==> config.mk <==
export PLATFORM = sky130hd
export DESIGN_NAME = param_stack
export DESIGN_NICKNAME = d
export VERILOG_FILES = /design/src/rtl/stack_pkg.sv /design/src/rtl/stack_mem.sv /design/src/rtl/param_stack.sv
export SDC_FILE = /design/constraint.sdc
export NUM_CORES = 1
export LEC_CHECK = 0
export CORE_ASPECT_RATIO = 1.75
export CORE_MARGIN = 4
export CORE_UTILIZATION = 35
export CTS_BUF_LIST = sky130_fd_sc_hd__clkbuf_16
export DETAILED_ROUTE_END_ITERATION = 16
export SLEW_MARGIN = 25
export SYNTH_ARGS = -nofsm -noshare
export SYNTH_HDL_FRONTEND = slang
export SYNTH_SLANG_ARGS = --single-unit
==> constraint.sdc <==
create_clock -name clk -period 4.1 [get_ports clk]
set_input_delay 0.82 -clock clk [delete_from_list [all_inputs] [get_ports clk]]
set_output_delay 0.82 -clock clk [all_outputs]
set_load 0.01 [all_outputs]
==> src/rtl/stack_pkg.sv <==
// Shared definitions for the parametrised LIFO stack.
package stack_pkg;

    localparam int unsigned WIDTH_DEF = 3;
    localparam int unsigned DEPTH_DEF = 32;

    // Per-cycle operation decoded from the push/pop strobes
    typedef enum logic [1:0] {
        OP_IDLE    = 2'b00,
        OP_POP     = 2'b01,
        OP_PUSH    = 2'b10,
        OP_REPLACE = 2'b11
    } stack_op_e;

    // Occupancy counter width: enough bits to hold 0..depth inclusive
    function automatic int unsigned clog2_cnt(input int unsigned depth);
        return $clog2(depth + 1);
    endfunction

endpackage

==> src/rtl/stack_mem.sv <==
// DEPTH x WIDTH register file: one synchronous write port, one asynchronous
// read port, no reset (contents are don't-care until written).
module stack_mem #(
    parameter int unsigned WIDTH = 3,
    parameter int unsigned DEPTH = 32,
    parameter int unsigned AW    = $clog2(DEPTH)
) (
    input  logic             clk,
    input  logic             we,
    input  logic [AW-1:0]    waddr,
    input  logic [WIDTH-1:0] wdata,
    input  logic [AW-1:0]    raddr,
    output logic [WIDTH-1:0] rdata
);

    logic [WIDTH-1:0] mem [DEPTH];

    // Synchronous write of one entry
    always_ff @(posedge clk) begin
        if (we) begin
            mem[waddr] <= wdata;
        end
    end

    // Asynchronous read of the addressed entry
    always_comb begin
        rdata = mem[raddr];
    end

endmodule

==> src/rtl/param_stack.sv <==
// Parametrised LIFO stack with full/empty flags, occupancy count,
// single-cycle replace-top, sticky error flags and synchronous flush.
module param_stack
    import stack_pkg::*;
#(
    parameter int unsigned      WIDTH    = WIDTH_DEF,
    parameter int unsigned      DEPTH    = DEPTH_DEF,
    parameter logic [WIDTH-1:0] DOUT_RST = '0,
    localparam int unsigned     CW       = clog2_cnt(DEPTH)
) (
    input  logic             clk,
    input  logic             rst,
    input  logic             clear,
    input  logic             push,
    input  logic             pop,
    input  logic [WIDTH-1:0] d_in,
    output logic [WIDTH-1:0] d_out,
    output logic             pop_valid,
    output logic [CW-1:0]    count,
    output logic             is_empty,
    output logic             is_full,
    output logic             overflow,
    output logic             underflow
);

    localparam int unsigned AW      = $clog2(DEPTH);
    localparam logic [CW-1:0] DEPTH_C = CW'(DEPTH);

    stack_op_e        op;
    logic [CW-1:0]    top_idx;
    logic             mem_we;
    logic [AW-1:0]    mem_waddr;
    logic [AW-1:0]    mem_raddr;
    logic [WIDTH-1:0] mem_rdata;

    // Flags derived directly from occupancy
    always_comb begin
        is_empty = (count == '0);
        is_full  = (count == DEPTH_C);
    end

    // Decode strobes into an operation and drive the memory ports.
    // The read address is forced to 0 when empty so it never leaves the array.
    always_comb begin
        op        = stack_op_e'({push, pop});
        top_idx   = count - 1'b1;
        mem_raddr = is_empty ? '0 : top_idx[AW-1:0];
        mem_we    = 1'b0;
        mem_waddr = count[AW-1:0];
        if (!clear) begin
            unique case (op)
                OP_PUSH: begin
                    mem_we    = !is_full;
                    mem_waddr = count[AW-1:0];
                end
                OP_REPLACE: begin
                    mem_we    = !is_empty;
                    mem_waddr = top_idx[AW-1:0];
                end
                default: begin
                    mem_we    = 1'b0;
                end
            endcase
        end
    end

    stack_mem #(
        .WIDTH (WIDTH),
        .DEPTH (DEPTH),
        .AW    (AW)
    ) u_mem (
        .clk   (clk),
        .we    (mem_we),
        .waddr (mem_waddr),
        .wdata (d_in),
        .raddr (mem_raddr),
        .rdata (mem_rdata)
    );

    // Occupancy, popped data, pop strobe and sticky error flags
    always_ff @(posedge clk or posedge rst) begin
        if (rst) begin
            count     <= '0;
            d_out     <= DOUT_RST;
            pop_valid <= 1'b0;
            overflow  <= 1'b0;
            underflow <= 1'b0;
        end else if (clear) begin
            count     <= '0;
            d_out     <= DOUT_RST;
            pop_valid <= 1'b0;
            overflow  <= 1'b0;
            underflow <= 1'b0;
        end else begin
            pop_valid <= 1'b0;
            unique case (op)
                OP_IDLE: begin
                end
                OP_PUSH: begin
                    if (is_full) begin
                        overflow <= 1'b1;
                    end else begin
                        count <= count + 1'b1;
                    end
                end
                OP_POP: begin
                    if (is_empty) begin
                        underflow <= 1'b1;
                    end else begin
                        d_out     <= mem_rdata;
                        count     <= count - 1'b1;
                        pop_valid <= 1'b1;
                    end
                end
                OP_REPLACE: begin
                    d_out     <= is_empty ? d_in : mem_rdata;
                    pop_valid <= 1'b1;
                end
                default: begin
                end
            endcase
        end
    end

endmodule
=== Word level (Yosys, flattened, before mapping) ===
Memories as Yosys holds them, arrays and structs flattened.
Cells that the tools add are included.

* $add $sub $neg: 2
* Equality and inequality tests: 6
* Multiplexer cells: 24
* Reduce and logical (&&, ||, !) cells: 13

{| class="wikitable"
|+ Operators by type and width
! cell !! number
|-
| two-way mux 6 bit || 3
|-
| two-way mux 5 bit || 3
|-
| case mux 6 bit (2 select lines) || 1
|-
| two-way mux 1 bit || 11
|-
| two-way mux 3 bit || 3
|-
| nonzero test 2 bit || 4
|-
| adder 6 x 1 -> 6 bit, second input constant || 1
|-
| == test 6 bit, second input constant || 1
|-
| zero test 6 bit || 1
|-
| inequality test 3 bit, second input constant || 2
|-
| case mux 3 bit (2 select lines) || 1
|-
| AND reduction 2 bit || 3
|-
| nonzero test 3 bit || 2
|-
| subtractor 6 x 1 -> 6 bit, second input constant || 1
|-
| == test 2 bit, second input constant || 2
|-
| case mux 1 bit (2 select lines) || 2
|-
| AND reduction 3 bit || 1
|-
| == test 2 x 1 -> 1 bit, second input constant || 1
|-
| zero test 1 bit || 2
|}

* Flip-flop bits (word level): 12
* Memory bits (writable): 96
* Bits of input ports: 8
* Output and inout port bits: 14
* Memories kept: 1

{| class="wikitable"
|+ Memories
! memory !! words !! width !! rd ports !! clocked after memory_dff !! wr ports !! RTL line !! source
|-
| u_mem.mem || 32 || 3 || 1 || 0 || 1 || stack_mem.sv:16 || <nowiki>logic [WIDTH-1:0] mem [DEPTH];</nowiki>
|}

=== Depth between registers and ports, before layout ===
Gate-level depths: netlist (run 1).

* Depth after elaboration: 6
* Depth in mapped cells: 15
* Mapped depth without buffers: 10

=== Hierarchy ===
A second synthesis (run 1) with hierarchy kept.

* Cell total of the unflattened synthesis: 287
* Area total of the unflattened synthesis: 4780.8 µm²

{| class="wikitable"
|+ Modules (own cells, without submodules)
! module !! instances !! cells an instance !! area an instance (µm²)
|-
| stack_mem || 1 || 182 || 3856.2
|-
| param_stack || 1 || 105 || 924.6
|}

=== Least setup slack after synthesis (run 1) ===
OpenSTA, ideal clock, no wires.

* Kind: register to output
* Start point: reg count[0]
* End point: out is_empty
* Arrival time: 2.533 ns
* Slack: 0.747 ns
* Stages on the path, launching flop included: 11
* Path buffers: 5
* Cell sequence: dfrtp_1 -> clkbuf_1 -> inv_1 -> clkbuf_1 -> clkbuf_1 -> ha_1 -> nor4b_4 -> nand2_4 -> inv_2 -> buf_6 -> buf_2

* Word-level cells in the longest chain between the ends: 1

{| class="wikitable"
|+ Ends and longest elaborated chain
! item !! RTL line !! source
|-
| start: declaration || param_stack.sv:19 || <nowiki>output logic [CW-1:0] count,</nowiki>
|-
| start signal: assignment || param_stack.sv:103 || <nowiki>count <= count + 1'b1;</nowiki>
|-
| start signal: assignment || param_stack.sv:111 || <nowiki>count <= count - 1'b1;</nowiki>
|-
| zero test 6 bit || param_stack.sv:38 || <nowiki>is_empty = (count == '0);</nowiki>
|-
| end: declaration || param_stack.sv:20 || <nowiki>output logic is_empty,</nowiki>
|}

No other way between the ends.

=== Final worst setup path (run 1) ===
* Start point: reg count[1]
* End point: out is_empty

Same word-level chain as after synthesis.

==> out/qor.csv, run 1 <==
stage,metric,value,unit
floorplan,row cnt,59,
timing,TNS Setup,0,ps
placement,dpl hpwl,10.33,mm
placement,Placer Congestion,0.9337,
timing,Max Slew Vio Count,0,
final_layout,ant diodes,0,
clocking,CTS H-tree depth,3,
drt,routed len/inst,22.17,µm
worst_setup_path,"CP delay by family, top",buffers and inverters,
floorplan,Starting Density,35.41,%
floorplan,chip width,100.6,µm
drt,Routed Antenna Nets,0,
run_status,outcome,finished clean,
drt,via count,3816,
drt,1st-pass router iterations,5,
yosys,"Top FF cell, synth",edfxtp_1,
timing,unrepaired setup endpoints after global routing,false,
final_layout,"most common cell after layout, fill and taps aside",edfxtp_1,
yosys,Yosys warnings,0,
drt,initial DRC count,209,
worst_setup_path,type of origin of the critical path,register,
clocking,CTS Sinks,108,
run,MaxCap Viol Count,0,
clocking,deepest clock path buffer count,2,
timing,Post-Route Skew,9.003,ps
grt,first-pass GRT wire length,21.80,mm
final_layout,area occupied by multi-input gates,0.001896,mm²
clocking,Root Buffer,clkbuf_16,
clocking,CTS Buf Count,9,
grt,initial antenna violation count,0,
floorplan,io pins,22,
clocking,cts repair resizes,0,
drt,DRC viols,0,
yosys,syn_nets,461,
worst_setup_path,crit end category,output port,
floorplan,die area,0.01711,mm²
floorplan,die extent in y,170.1,µm
clocking,setup bufs post-CTS,0,
worst_setup_path,crit-path max cell delay,620,ps
clocking,clock slew at reported path FFs,70,ps
timing,worst-margin pin slew,841.1,ps
final_layout,Register Area,0.003183,mm²
worst_hold_path,Tightest Hold Check Type,register to register,
grt,number of global-route vias before repair,3798,
timing,Max Clk Rate,276.4,MHz
yosys,Netlist cell types,64,
yosys,sequential fraction of the synthesis area,60.59,%
drt,Post-Route WL,14.54,mm
final_layout,Fill cells,1384,
final_layout,most frequent cells in the layout,"edfxtp_1 (96), nor2_1 (55), nand2_1 (41), a21oi_1 (30), clkdlybuf4s50_1 (21)",
clocking,hold_buf cts,0,
worst_setup_path,slowest CP cell,clkdlybuf4s50_1,
worst_setup_path,WP data arrival,2800,ps
floorplan,Core Area,0.01484,mm²
yosys,"FFs w/ async S/R, synth",11.11,%
yosys,Yosys reg bits,108,
drt,vias per cell,5.817,
grt,GRT Resource Usage Total,17.19,%
yosys,mean area per synthesized cell,11.68,µm²
power,power density over the cells,592.1,mW/mm²
worst_setup_path,Setup Crit Path Kind,register to output port,
clocking,CTS tree,done,
final_layout,Final #Nets,479,
yosys,Post-Syn Area,0.005254,mm²
power,leakage power,1.944,nW
worst_setup_path,"critical path, cell by cell",inv_1 > ha_1 > nor4b_4 > nand2_4 > inv_2 > clkdlybuf4s50_1,
final_layout,share of layout cells above drive strength 1,9.725,%
timing,worst rel slew slack,43.92,%
worst_setup_path,CP required,3280,ps
final_layout,P&R area growth vs syn,13.41,%
placement,IO buf count,21,
grt,largest net degree at the start of global routing,36,
worst_setup_path,crit path max fanout,20,
timing,final worst setup slack,481.6,ps
power,worst vdd ir,317.6,µV
timing,Final min period,3618,ps
yosys,number of flops mapped to enable cells by yosys,96,
timing,final period utilization,88.25,%
timing,"Hold Vio Cnt, Final",0,
placement,Place WS,638.4,ps
yosys,Mapped Cells,450,
clocking,worst skew pair latency,350,ps
worst_setup_path,CP bufs+invs,3,
timing,endpoints failing setup,0,
grt,grt ovf,0,
[Yosys cell counts (4+ instances only)]
master	n	area [µm²]
nand2b_1	7	43.79
o21a_1	4	30.03
dfrtp_1	12	300.3
nor2_1	55	206.5
nor3_1	13	65.06
clkbuf_1	16	60.06
inv_1	12	45.04
nand3_1	7	35.03
a31oi_1	4	25.02
o221ai_1	4	35.03
nand2_1	41	153.9
mux2i_1	17	170.2
a21oi_1	30	150.1
mux2_2	4	45.04
a211oi_1	6	45.04
buf_2	5	25.02
o21ai_0	17	85.08
a221oi_1	10	87.58
nor2b_1	7	43.79
a22oi_1	4	30.03
edfxtp_1	96	2883
nand4_1	4	25.02
o31ai_1	7	52.55
or3_1	4	25.02
[power by group]
part	internal, mW	total [mW]	switching, mW
Combinational	0.488	1.41	0.918
Clock	0.471	0.855	0.384
Sequential	1.24	1.27	0.0302
Total	2.20	3.53	1.33
[final cells by class]
class                      count  share of cell area [%]
sequential                   108                   53.42
clock buffer                   9                   3.780
timing repair buffer          34                   5.166
inverter                      13                  0.8190
tap                          183                   3.843
multi-input combinational    302                   31.81
clock inverter                 7                   1.155
[sequential cells by signal (all words and copies together), names as in the netlist]
signal,count
d_out,3
u_mem.mem,96
overflow,1
underflow,1
pop_valid,1
count,6
[worst reg2reg max path, delay by kind of cell (launching register included)]
family	cells	cell delay, ps
AOI/OAI and AO/OA	3	1080
muxes	1	560
buffers and inverters	2	420
DFF	1	380
adders and majority gates	1	370
and+or+nand+nor	2	370
[layer usage]
layer | GRT usage [%] | share of wire (%)
met1 | 18.10 | 36
met2 | 31.54 | 54
met3 | 2.502 | 4.4
met4 | 10.26 | 5.7
met5 | 0 | 0
[final timing paths]
check | from | slack (ps) | depth (start not counted) | endpoint
worst max register to register | count[0]$_DFFE_PP0P_ | 800 | 9 | d_out[2]$_DFFE_PP0P_
worst max-delay path | count[1]$_DFFE_PP0P_ | 480 | 6 | is_empty
min in group asynchronous | rst | 790 | 2 | count[1]$_DFFE_PP0P_
worst min register to register | underflow$_DFFE_PP0P_ | 500 | 2 | underflow$_DFFE_PP0P_
worst min-delay path | underflow$_DFFE_PP0P_ | 500 | 2 | underflow$_DFFE_PP0P_
max in group asynchronous | rst | 2970 | 2 | overflow$_DFFE_PP0P_
[kinds of logic after synthesis]
kind of cell | Yosys count | synth area share [%]
buffers and inverters | 40 | 3.334
adders and majority gates | 3 | 0.7145
DFF | 108 | 60.59
muxes | 23 | 4.953
AOI/OAI and AO/OA | 121 | 16.27
xor gates and xnor gates | 2 | 0.3335
and+or+nand+nor | 153 | 13.81
[metrics by stage]
stage	hold slack (ps)	cells	power [mW]	cell area [µm²]	util, %
5_1_grt	550.3	656	3.681	5958	40.16
3_3_place_gp	490.9	640	2.667	5664	38.17
6_report	501.4	656	3.528	5958	40.16
4_1_cts	505.8	656	3.528	5958	40.16
2_1_floorplan	528.5	450	2.211	5254	-
3_5_place_dp	487.3	640	2.680	5664	38.17
No activity file was read; power rests on OpenSTA's default activity.
==> run 2: changes to the inputs <==
Settings changed: MAX_ROUTING_LAYER set to met4, REMOVE_ABC_BUFFERS set to 1, SLEW_MARGIN 25 to 20.
==> out/qor.csv, run 2 (synthesis gave the netlist of run 1 again) <==
stage,metric,value,unit
final_layout,Register Area,0.003183,mm²
worst_setup_path,crit end category,output port,
final_layout,P&R area growth vs syn,13.79,%
final_layout,max FFs per register,96,
worst_setup_path,crit path max fanout,11,
worst_setup_path,Worst R2R Path Depth,9,
grt,grt ovf,0,
final_layout,"most common cell after layout, fill and taps aside",edfxtp_1,
timing,worst-margin pin slew,821.2,ps
worst_setup_path,R2R Setup Slk,940,ps
worst_setup_path,CP required,3280,ps
clocking,CTS tree,done,
placement,IO buf count,21,
timing,unrepaired setup endpoints after global routing,false,
grt,largest net degree at the start of global routing,36,
worst_setup_path,"critical path, cell by cell",inv_1 > ha_1 > nor4b_4 > nand2_4 > inv_2 > buf_4 > clkdlybuf4s50_1,
drt,Post-Route WL,14.58,mm
drt,DRC viols,0,
final_layout,area occupied by multi-input gates,0.001896,mm²
floorplan,die area,0.01711,mm²
power,power density over the cells,591.1,mW/mm²
placement,Placer Congestion,0.8899,
grt,first-pass GRT wire length,22.27,mm
clocking,worst skew pair latency,360,ps
final_layout,most frequent cells in the layout,"edfxtp_1 (96), nor2_1 (55), nand2_1 (41), a21oi_1 (30), clkdlybuf4s50_1 (21)",
worst_setup_path,reg2reg start,count[0]$_DFFE_PP0P_,
clocking,setup bufs post-CTS,0,
grt,GRT Resource Usage Total,18.03,%
final_layout,Final #Nets,483,
drt,Routed Antenna Nets,0,
worst_hold_path,hold endpoint,overflow$_DFFE_PP0P_,
worst_setup_path,CP bufs+invs,4,
worst_setup_path,crit-path max cell delay,570,ps
timing,TNS Setup,0,ps
final_layout,Top reg by flops,u_mem.mem,
drt,1st-pass router iterations,5,
placement,Inst Count DP,644,
clocking,deepest clock path buffer count,2,
power,worst vdd ir,206.2,µV
timing,worst rel slew slack,45.25,%
timing,Final min period,3333,ps
final_layout,ant diodes,0,
worst_setup_path,Setup Crit Path Kind,register to output port,
final_layout,Fill cells,1381,
clocking,CTS Sinks,108,
worst_setup_path,slowest CP cell,clkdlybuf4s50_1,
placement,dpl hpwl,10.54,mm
drt,vias per cell,5.797,
floorplan,die extent in y,170.1,µm
clocking,clock slew at reported path FFs,80,ps
worst_hold_path,Tightest Hold Check Type,register to register,
timing,"Hold Vio Cnt, Final",0,
final_layout,share of layout cells above drive strength 1,10.90,%
drt,routed len/inst,22.09,µm
timing,endpoints failing setup,0,
floorplan,row cnt,59,
timing,final period utilization,81.30,%
power,leakage power,1.960,nW
drt,via count,3826,
worst_hold_path,Hold Path Origin,overflow$_DFFE_PP0P_,
floorplan,chip width,100.6,µm
run_status,outcome,finished clean,
clocking,CTS H-tree depth,3,
run,MaxCap Viol Count,0,
clocking,Root Buffer,clkbuf_16,
clocking,hold_buf cts,0,
timing,Max Clk Rate,300.0,MHz
final_layout,biggest regs,"u_mem.mem x96, count x6, d_out x3",
floorplan,Starting Density,35.41,%
worst_setup_path,type of origin of the critical path,register,
final_layout,Final Non-Filler Cells,660,
drt,initial DRC count,220,
floorplan,Core Area,0.01484,mm²
timing,Post-Route Skew,11.01,ps
clocking,cts repair resizes,0,
grt,number of global-route vias before repair,3840,
clocking,CTS Buf Count,9,
floorplan,io pins,22,
grt,initial antenna violation count,0,
worst_setup_path,WP data arrival,2510,ps
worst_setup_path,"CP delay by family, top",buffers and inverters,
worst_setup_path,worst reg2reg endpoint,d_out[2]$_DFFE_PP0P_,
timing,Max Slew Vio Count,0,
worst_hold_path,worst hold stages,2,
[run 2: cell types whose count changed in the layout (fill, tap and decap cells not counted)]
cell        change
clkinv_4        +3
inv_8           +1
clkinvlp_4      -2
buf_4           +4
bufinv_16       -1
clkinv_2        +1
inv_1           -2
[run 2: routing by layer]
layer  up-vias  share of wire [%]  GRT usage (%)
met1      1873                 37          19.53
li1       1761                  -              -
met5         -                  0              -
met2       140                 53          30.67
met3        52                4.2          2.666
met4         0                5.8          10.85
[run 2: worst max path at each step]
stage / from / endpoint / slack, ps / cells after the start
after detailed placement: pop / u_mem.mem[18][1]$_DFFE_PP_ / 670 / 8
after global routing: count[1]$_DFFE_PP0P_ / is_empty / 660 / 7
after global placement: pop / u_mem.mem[18][2]$_DFFE_PP_ / 700 / 8
final: count[1]$_DFFE_PP0P_ / is_empty / 770 / 7
after floorplan: count[0]$_DFFE_PP0P_ / d_out[2]$_DFFE_PP0P_ / 380 / 8
after CTS: count[1]$_DFFE_PP0P_ / is_empty / 740 / 7
[run 2: where the power goes]
group	total, mW	internal, mW	leakage (nW)	switching [mW]
registers	1.26	1.24	1.02	0.0255
clock network	0.833	0.421	0.138	0.412
logic	1.44	0.508	0.799	0.931
[run 2: final cells by class]
class                      count  share of cell area (%)
clock inverter                 7                  0.9837
multi-input combinational    302                   31.71
timing repair buffer          38                   5.651
sequential                   108                   53.24
tap                          183                   3.830
clock buffer                   9                   3.767
inverter                      13                  0.8162
[run 2: worst register-to-register path, stage by stage (launching register included)]
cell and delay (ps):
dfrtp_1 380, inv_1 90, buf_4 320, ha_1 300, nand2b_1 140, o21ai_2 400
mux4_2 560, a221oi_1 570, or4_1 190, o211ai_1 70
[run 2: metrics by stage]
stage | util, % | setup slack [ps] | power [mW] | hold slack, ps | area (µm²)
2_1_floorplan | - | 383.9 | 2.144 | 528.5 | 5127
3_3_place_gp | 38.38 | 700.2 | 2.700 | 502.0 | 5694
3_5_place_dp | 38.38 | 669.8 | 2.712 | 493.6 | 5694
4_1_cts | 40.29 | 744.0 | 3.542 | 512.2 | 5978
5_1_grt | 40.29 | 655.4 | 3.693 | 539.2 | 5978
6_report | 40.29 | 766.6 | 3.534 | 509.3 | 5978
